==> config.mk <==
export PLATFORM = sky130hd
export DESIGN_NAME = cdc_handshake_tx
export DESIGN_NICKNAME = d
export VERILOG_FILES = /design/src/rtl/cdc_pkg.sv /design/src/rtl/cdc_sync_bit.sv /design/src/rtl/cdc_handshake_tx.sv
export SDC_FILE = /design/constraint.sdc
export NUM_CORES = 1
export LEC_CHECK = 0
export CAP_MARGIN = 15
export CORE_MARGIN = 2
export CORE_UTILIZATION = 42
export DETAILED_ROUTE_END_ITERATION = 12
export GPL_ROUTABILITY_DRIVEN = 0
export PLACE_DENSITY = 0.8
export SLEW_MARGIN = 20
export SYNTH_ARGS = -nofsm -noshare
export SYNTH_HDL_FRONTEND = slang
export SYNTH_HIERARCHICAL = 1
export SYNTH_SLANG_ARGS = --single-unit
==> constraint.sdc <==
create_clock -name clk -period 1.7 [get_ports clk]
set_input_delay 0.17 -clock clk [delete_from_list [all_inputs] [get_ports clk]]
set_output_delay 0.17 -clock clk [all_outputs]
set_load 0.05 [all_outputs]
==> src/rtl/cdc_pkg.sv <==
// Shared types for the req/ack clock-domain-crossing blocks.
// Holds the sender FSM state enum and the default synchronizer depth.
package cdc_pkg;

  localparam int CDC_SYNC_STAGES_DEFAULT = 2;

  typedef enum logic [1:0] {
    INIT    = 2'd0,
    IDLE    = 2'd1,
    REQ     = 2'd2,
    RELEASE = 2'd3
  } hs_tx_state_t;

endpackage

==> src/rtl/cdc_sync_bit.sv <==
// Single-bit N-flop synchronizer with synchronous active-low clear.
// Ports: clk, rstn (sync clear), d (async in), q (last stage).
module cdc_sync_bit #(
  parameter int STAGES = 2
) (
  input  logic clk,
  input  logic rstn,
  input  logic d,
  output logic q
);

  (* async_reg = "true" *) logic [STAGES-1:0] ff;

  always_ff @(posedge clk) begin
    if (!rstn) begin
      ff <= '0;
    end else begin
      ff <= {ff[STAGES-2:0], d};
    end
  end

  assign q = ff[STAGES-1];

endmodule

==> src/rtl/cdc_handshake_tx.sv <==
// Sending end of a 4-phase req/ack crossing; all state on clk.
// Ports: clk, rstn (sync, active-low), in_valid/in_ready/in_data
// upstream, out_req/out_data to far side, ack_async from far side,
// xfer_done pulse when ack returns low, busy when not IDLE.
// Option: define CDC_HS_TX_SKID_EN for a one-entry holding register.
module cdc_handshake_tx
  import cdc_pkg::*;
#(
  parameter int WIDTH       = 32,
  parameter int SYNC_STAGES = CDC_SYNC_STAGES_DEFAULT
) (
  input  logic             clk,
  input  logic             rstn,
  input  logic             in_valid,
  output logic             in_ready,
  input  logic [WIDTH-1:0] in_data,
  output logic             out_req,
  output logic [WIDTH-1:0] out_data,
  input  logic             ack_async,
  output logic             xfer_done,
  output logic             busy
);

  localparam int CW = $clog2(SYNC_STAGES + 1);
  localparam logic [CW-1:0] CNT_END = CW'(SYNC_STAGES);

  hs_tx_state_t     state;
  hs_tx_state_t     state_n;
  logic [CW-1:0]    init_cnt;
  logic [CW-1:0]    cnt_n;
  logic             req_n;
  logic [WIDTH-1:0] data_n;
  logic             done_n;
  logic             ack_s;
  logic             accept;

`ifdef CDC_HS_TX_SKID_EN
  logic             skid_vld;
  logic             skv_n;
  logic [WIDTH-1:0] skid_data;
  logic [WIDTH-1:0] skd_n;
`endif

  (* keep_hierarchy = "yes" *)
  cdc_sync_bit #(
    .STAGES (SYNC_STAGES)
  ) u_ack_sync (
    .clk  (clk),
    .rstn (rstn),
    .d    (ack_async),
    .q    (ack_s)
  );

`ifdef CDC_HS_TX_SKID_EN
  assign in_ready = (state != INIT) && !skid_vld;
`else
  assign in_ready = (state == IDLE);
`endif

  assign busy   = (state != IDLE);
  assign accept = in_valid && in_ready;

  always_comb begin
    state_n = state;
    cnt_n   = init_cnt;
    req_n   = out_req;
    data_n  = out_data;
    done_n  = 1'b0;
`ifdef CDC_HS_TX_SKID_EN
    skv_n   = skid_vld;
    skd_n   = skid_data;
`endif
    unique case (state)
      // Saturating count lets a stale ack
      // drain through the synchronizer.
      INIT: begin
        if (init_cnt != CNT_END) begin
          cnt_n = init_cnt + 1'b1;
        end
        if (init_cnt == CNT_END && !ack_s) begin
          state_n = IDLE;
        end
      end
      IDLE: begin
        if (accept) begin
          data_n  = in_data;
          req_n   = 1'b1;
          state_n = REQ;
        end
`ifdef CDC_HS_TX_SKID_EN
        // A word parked on the RELEASE exit
        // edge is launched from here.
        if (skid_vld) begin
          data_n  = skid_data;
          req_n   = 1'b1;
          skv_n   = 1'b0;
          state_n = REQ;
        end
`endif
      end
      REQ: begin
        if (ack_s) begin
          req_n   = 1'b0;
          state_n = RELEASE;
        end
`ifdef CDC_HS_TX_SKID_EN
        if (accept) begin
          skv_n = 1'b1;
          skd_n = in_data;
        end
`endif
      end
      RELEASE: begin
`ifdef CDC_HS_TX_SKID_EN
        if (accept) begin
          skv_n = 1'b1;
          skd_n = in_data;
        end
`endif
        if (!ack_s) begin
          done_n  = 1'b1;
          state_n = IDLE;
`ifdef CDC_HS_TX_SKID_EN
          if (skid_vld) begin
            data_n  = skid_data;
            req_n   = 1'b1;
            skv_n   = 1'b0;
            state_n = REQ;
          end
`endif
        end
      end
      default: begin
        state_n = INIT;
      end
    endcase
  end

  always_ff @(posedge clk) begin
    if (!rstn) begin
      state     <= INIT;
      init_cnt  <= '0;
      out_req   <= 1'b0;
      out_data  <= '0;
      xfer_done <= 1'b0;
`ifdef CDC_HS_TX_SKID_EN
      skid_vld  <= 1'b0;
      skid_data <= '0;
`endif
    end else begin
      state     <= state_n;
      init_cnt  <= cnt_n;
      out_req   <= req_n;
      out_data  <= data_n;
      xfer_done <= done_n;
`ifdef CDC_HS_TX_SKID_EN
      skid_vld  <= skv_n;
      skid_data <= skd_n;
`endif
    end
  end

endmodule

==> reports/qor.log <==
qor: die.start_util 44.5%
qor: die.die_w 66.9 um
qor: final_layout.final_layout_size_suffix_gt1_share 18.8%
qor: run_status.run_status complete, no violations
qor: worst_setup_path.critPathCaptureType output pin
qor: synth.synth_largest_type_area_fraction 48.1%
qor: clocking.cts_made_buffers 5
qor: drt.vias_per_cell 4.58
qor: timing.fin_tns_setup 0 ps
qor: synth.synth-edff-count 0
qor: pwr.share_comb_of_total_power 41.2%
qor: final_layout.num-fill-cells 352
qor: synth.ys.warnings.count 6
qor: timing.maxSlewViolCount 0
qor: worst_setup_path.critical_path_arrival 1440 ps
qor: clocking.tritoncts done
qor: pwr.switching_share 36.7%
qor: worst_setup_path.worstPathRequired 1530 ps
qor: timing.max_slew_margin 65.8%
qor: timing.worst-slew-pin-transition 512 ps
qor: worst_setup_path.crit_path_top_delay_cell sky130_fd_sc_hd__clkdlybuf4s50_1
qor: timing.rsz0062_at_grt false
qor: worst_setup_path.max_stage_delay 810 ps
qor: timing.max_freq 619 MHz
qor: timing.hold_viol 0
qor: clocking.postCtsHoldBufs 0
qor: worst_setup_path.cp_num_buf_inv 1
qor: worst_setup_path.setup.worst_path.class register to output pin
qor: synth.synth_most_common_cell sky130_fd_sc_hd__nand2_1
qor: pwr.power_frac_clock 23.0%
qor: clocking.cts-root-buf sky130_fd_sc_hd__clkbuf_8
qor: timing.min_period_over_period 95.0%
qor: pwr.p_per_area 1290 mW/mm^2
qor: run.drv_cap 0
qor: timing.min_clock_period_post_route 1610 ps
qor: worst_setup_path.critical_path.top_delay_family buffers and inverters
qor: clocking.clock_tree.htree_level_count 2
qor: worst_setup_path.timing.critical_path.cells clkdlybuf4s50_1
qor: grt.gr-usage-all-layers 16.7%
qor: synth.ys_ff_latch 40
qor: pwr.max-vdd-ir-drop 0.796 mV
qor: grt.global_route_wire_length_before_repair 5.64 mm
qor: drt.routed_wl 3.45 mm
qor: placed_design.place.detailed.hpwl 2.53 mm
qor: grt.grt_max_degree 33
qor: synth.synth.yosys.seq_area_share 48.1%
qor: synth.postSynth.asyncResetShare 0%
qor: final_layout.final_cell_count_no_fill 303
qor: grt.first_global_vias 1345
qor: min_path.timing.hold.worst.class input port to register
qor: final_layout.diodes 0
qor: drt.drt-pass1-iter-count 4
qor: drt.dr_vias 1388
qor: drt.first_iter_violations 89
qor: timing.finClkSkew 4.36 ps
qor: pwr.cellLeakagePower 0.885 nW
qor: placed_design.numPortBuffers 71
qor: grt.grt_antenna_before_repair 0
qor: drt.post_drt_wl_per_cell 11.4 um
qor: pwr.net-switching-power 0.00119 W
qor: clocking.cts.repair.resized 0
qor: die.die_area 0.00448 mm^2
qor: worst_setup_path.critical_path_depth 1
qor: synth.synth_largest_area_cell sky130_fd_sc_hd__dfxtp_1
qor: drt.route.detailed.drc 0
qor: worst_setup_path.reg2reg_depth 5
qor: clocking.clock_path_buffers 2
qor: worst_setup_path.worstSetupStartpointType register
qor: clocking.worstSkewPairLatency 280 ps
qor: final_layout.finish.net_count 296
qor: synth.ys_top_cells_by_area sky130_fd_sc_hd__dfxtp_1 48%, sky130_fd_sc_hd__nand2_1 13%, sky130_fd_sc_hd__a21oi_2 11%, sky130_fd_sc_hd__buf_12 4.8%, sky130_fd_sc_hd__ha_1 4.5%
qor: timing.setup_violations 0
qor: pwr.p_int 0.00205 W
qor: synth.netlist_top_cells_count 59 x sky130_fd_sc_hd__nand2_1, 40 x sky130_fd_sc_hd__dfxtp_1, 21 x sky130_fd_sc_hd__a21oi_2
qor: die.design.core.area 0.00374 mm^2
qor: placed_design.dp_cells 295
qor: die.row_count 22
qor: pwr.power_frac_seq 35.8%
qor: die.boundaryPins 72
qor: final_layout.syn_to_final_growth 50.4%
qor: synth.synth.lib_cells_used.distinct 23
qor: timing.holdWs 433 ps
qor: worst_setup_path.critical_path.max_fanout 2
qor: synth.synth_area_per_cell 9.19 um^2
qor: clocking.sinks_on_clock_net 40
qor: min_path.min_path_cells 3
qor: synth.ys_dominant_reg_cell sky130_fd_sc_hd__dfxtp_1
qor: synth.syn-num-nets 223
qor: clocking.clk_pin_slew_worst_paths 70 ps
qor: die.chipHeight 66.9 um
qor: synth.synthCells 181
qor: grt.grt_overflow 0
qor: synth.syn_area 0.00166 mm^2
qor: drt.drt.antenna.violating_nets 0
qor: clocking.post-cts-setup-buffer-count 0
-- stage by stage --
step	area [um^2]	util, %	total power, W	worst slack (ps)
after CTS	2500	66.8	0.00327	77.3
after global placement	2390	64.0	0.00250	279
after floorplan	1660	-	0.00213	71.6
after detailed placement	2390	64.0	0.00252	174
after global routing	2500	66.8	0.00341	31.1
final	2500	66.8	0.00324	85.3
-- flip-flops by register name, summed over array words and instances (netlist names) --
register       count
out_req            1
xfer_done          1
state              2
u_ack_sync/ff      2
init_cnt           2
out_data          32
-- worst paths after layout --
| check | slack (ps) | end | start |
|---|---|---|---|
| setup / recovery | 90 | out_data[12] | out_data[12] |
| hold / removal | 430 | out_data[19] | in_data[19] |
| setup reg to reg | 190 | out_data[5] | state[1] |
| hold reg to reg | 440 | u_ack_sync/ff[1] | u_ack_sync/ff[0] |
-- cell usage in the layout, fill, tap and decap left out --
| cell type | n |
|---|---|
| sky130_fd_sc_hd__a211oi_1 | 1 |
| sky130_fd_sc_hd__a21oi_1 | 11 |
| sky130_fd_sc_hd__a21oi_2 | 21 |
| sky130_fd_sc_hd__a31oi_1 | 1 |
| sky130_fd_sc_hd__and2_1 | 2 |
| sky130_fd_sc_hd__and2_4 | 1 |
| sky130_fd_sc_hd__and4_1 | 1 |
| sky130_fd_sc_hd__and4b_1 | 1 |
| sky130_fd_sc_hd__buf_12 | 3 |
| sky130_fd_sc_hd__buf_4 | 4 |
| sky130_fd_sc_hd__bufinv_16 | 1 |
| sky130_fd_sc_hd__clkbuf_1 | 1 |
| sky130_fd_sc_hd__clkbuf_8 | 5 |
| sky130_fd_sc_hd__clkdlybuf4s50_1 | 69 |
| sky130_fd_sc_hd__clkinv_2 | 1 |
| sky130_fd_sc_hd__dfxtp_1 | 40 |
| sky130_fd_sc_hd__ha_1 | 6 |
| sky130_fd_sc_hd__inv_1 | 4 |
| sky130_fd_sc_hd__inv_2 | 1 |
| sky130_fd_sc_hd__mux2i_1 | 2 |
| sky130_fd_sc_hd__nand2_1 | 59 |
| sky130_fd_sc_hd__nand2_2 | 10 |
| sky130_fd_sc_hd__nand2b_1 | 3 |
| sky130_fd_sc_hd__nor2_1 | 3 |
| sky130_fd_sc_hd__nor2b_4 | 1 |
| sky130_fd_sc_hd__nor3_1 | 1 |
| sky130_fd_sc_hd__o21ai_0 | 1 |
| sky130_fd_sc_hd__xnor2_1 | 1 |
-- cells by family after synthesis --
kind of cell	Yosys count	synth area share [%]
flops	40	48.1
xor+xnor	1	0.526
compound gates	35	15.5
fa+ha+maj	6	4.51
simple gates	82	22.4
mux	2	1.20
buf+inv	15	7.74
-- metal layers --
metal  vias to the layer above  GRT usage, %  wire length [um]
met1                       606          19.3              1550
met5                         -             0                 0
met2                        54          28.5              1570
met4                         0          6.12                31
li1                        724             -                 -
met3                         4          5.74               296
-- power groups by stage --
stage | registers (W) | logic (W) | clock network (W)
after global placement | 0.00118 | 0.00133 | 0
after detailed placement | 0.00118 | 0.00134 | 0
after global routing | 0.00118 | 0.00142 | 0.000805
final | 0.00116 | 0.00133 | 0.000745
after CTS | 0.00116 | 0.00135 | 0.000768
after floorplan | 0.00153 | 0.000600 | 0
-- area by class of cell --
class	count	area, um^2	area share [%]
Sequential cell	40	801	32.0
Tap cell	48	60.1	2.40
Multi-Input combinational cell	126	734	29.3
Inverter	5	18.8	0.750
Clock buffer	6	72.6	2.90
Timing Repair Buffer	76	781	31.2
Clock inverter	2	35.0	1.40
No activity file was read; power rests on OpenSTA's default activity.
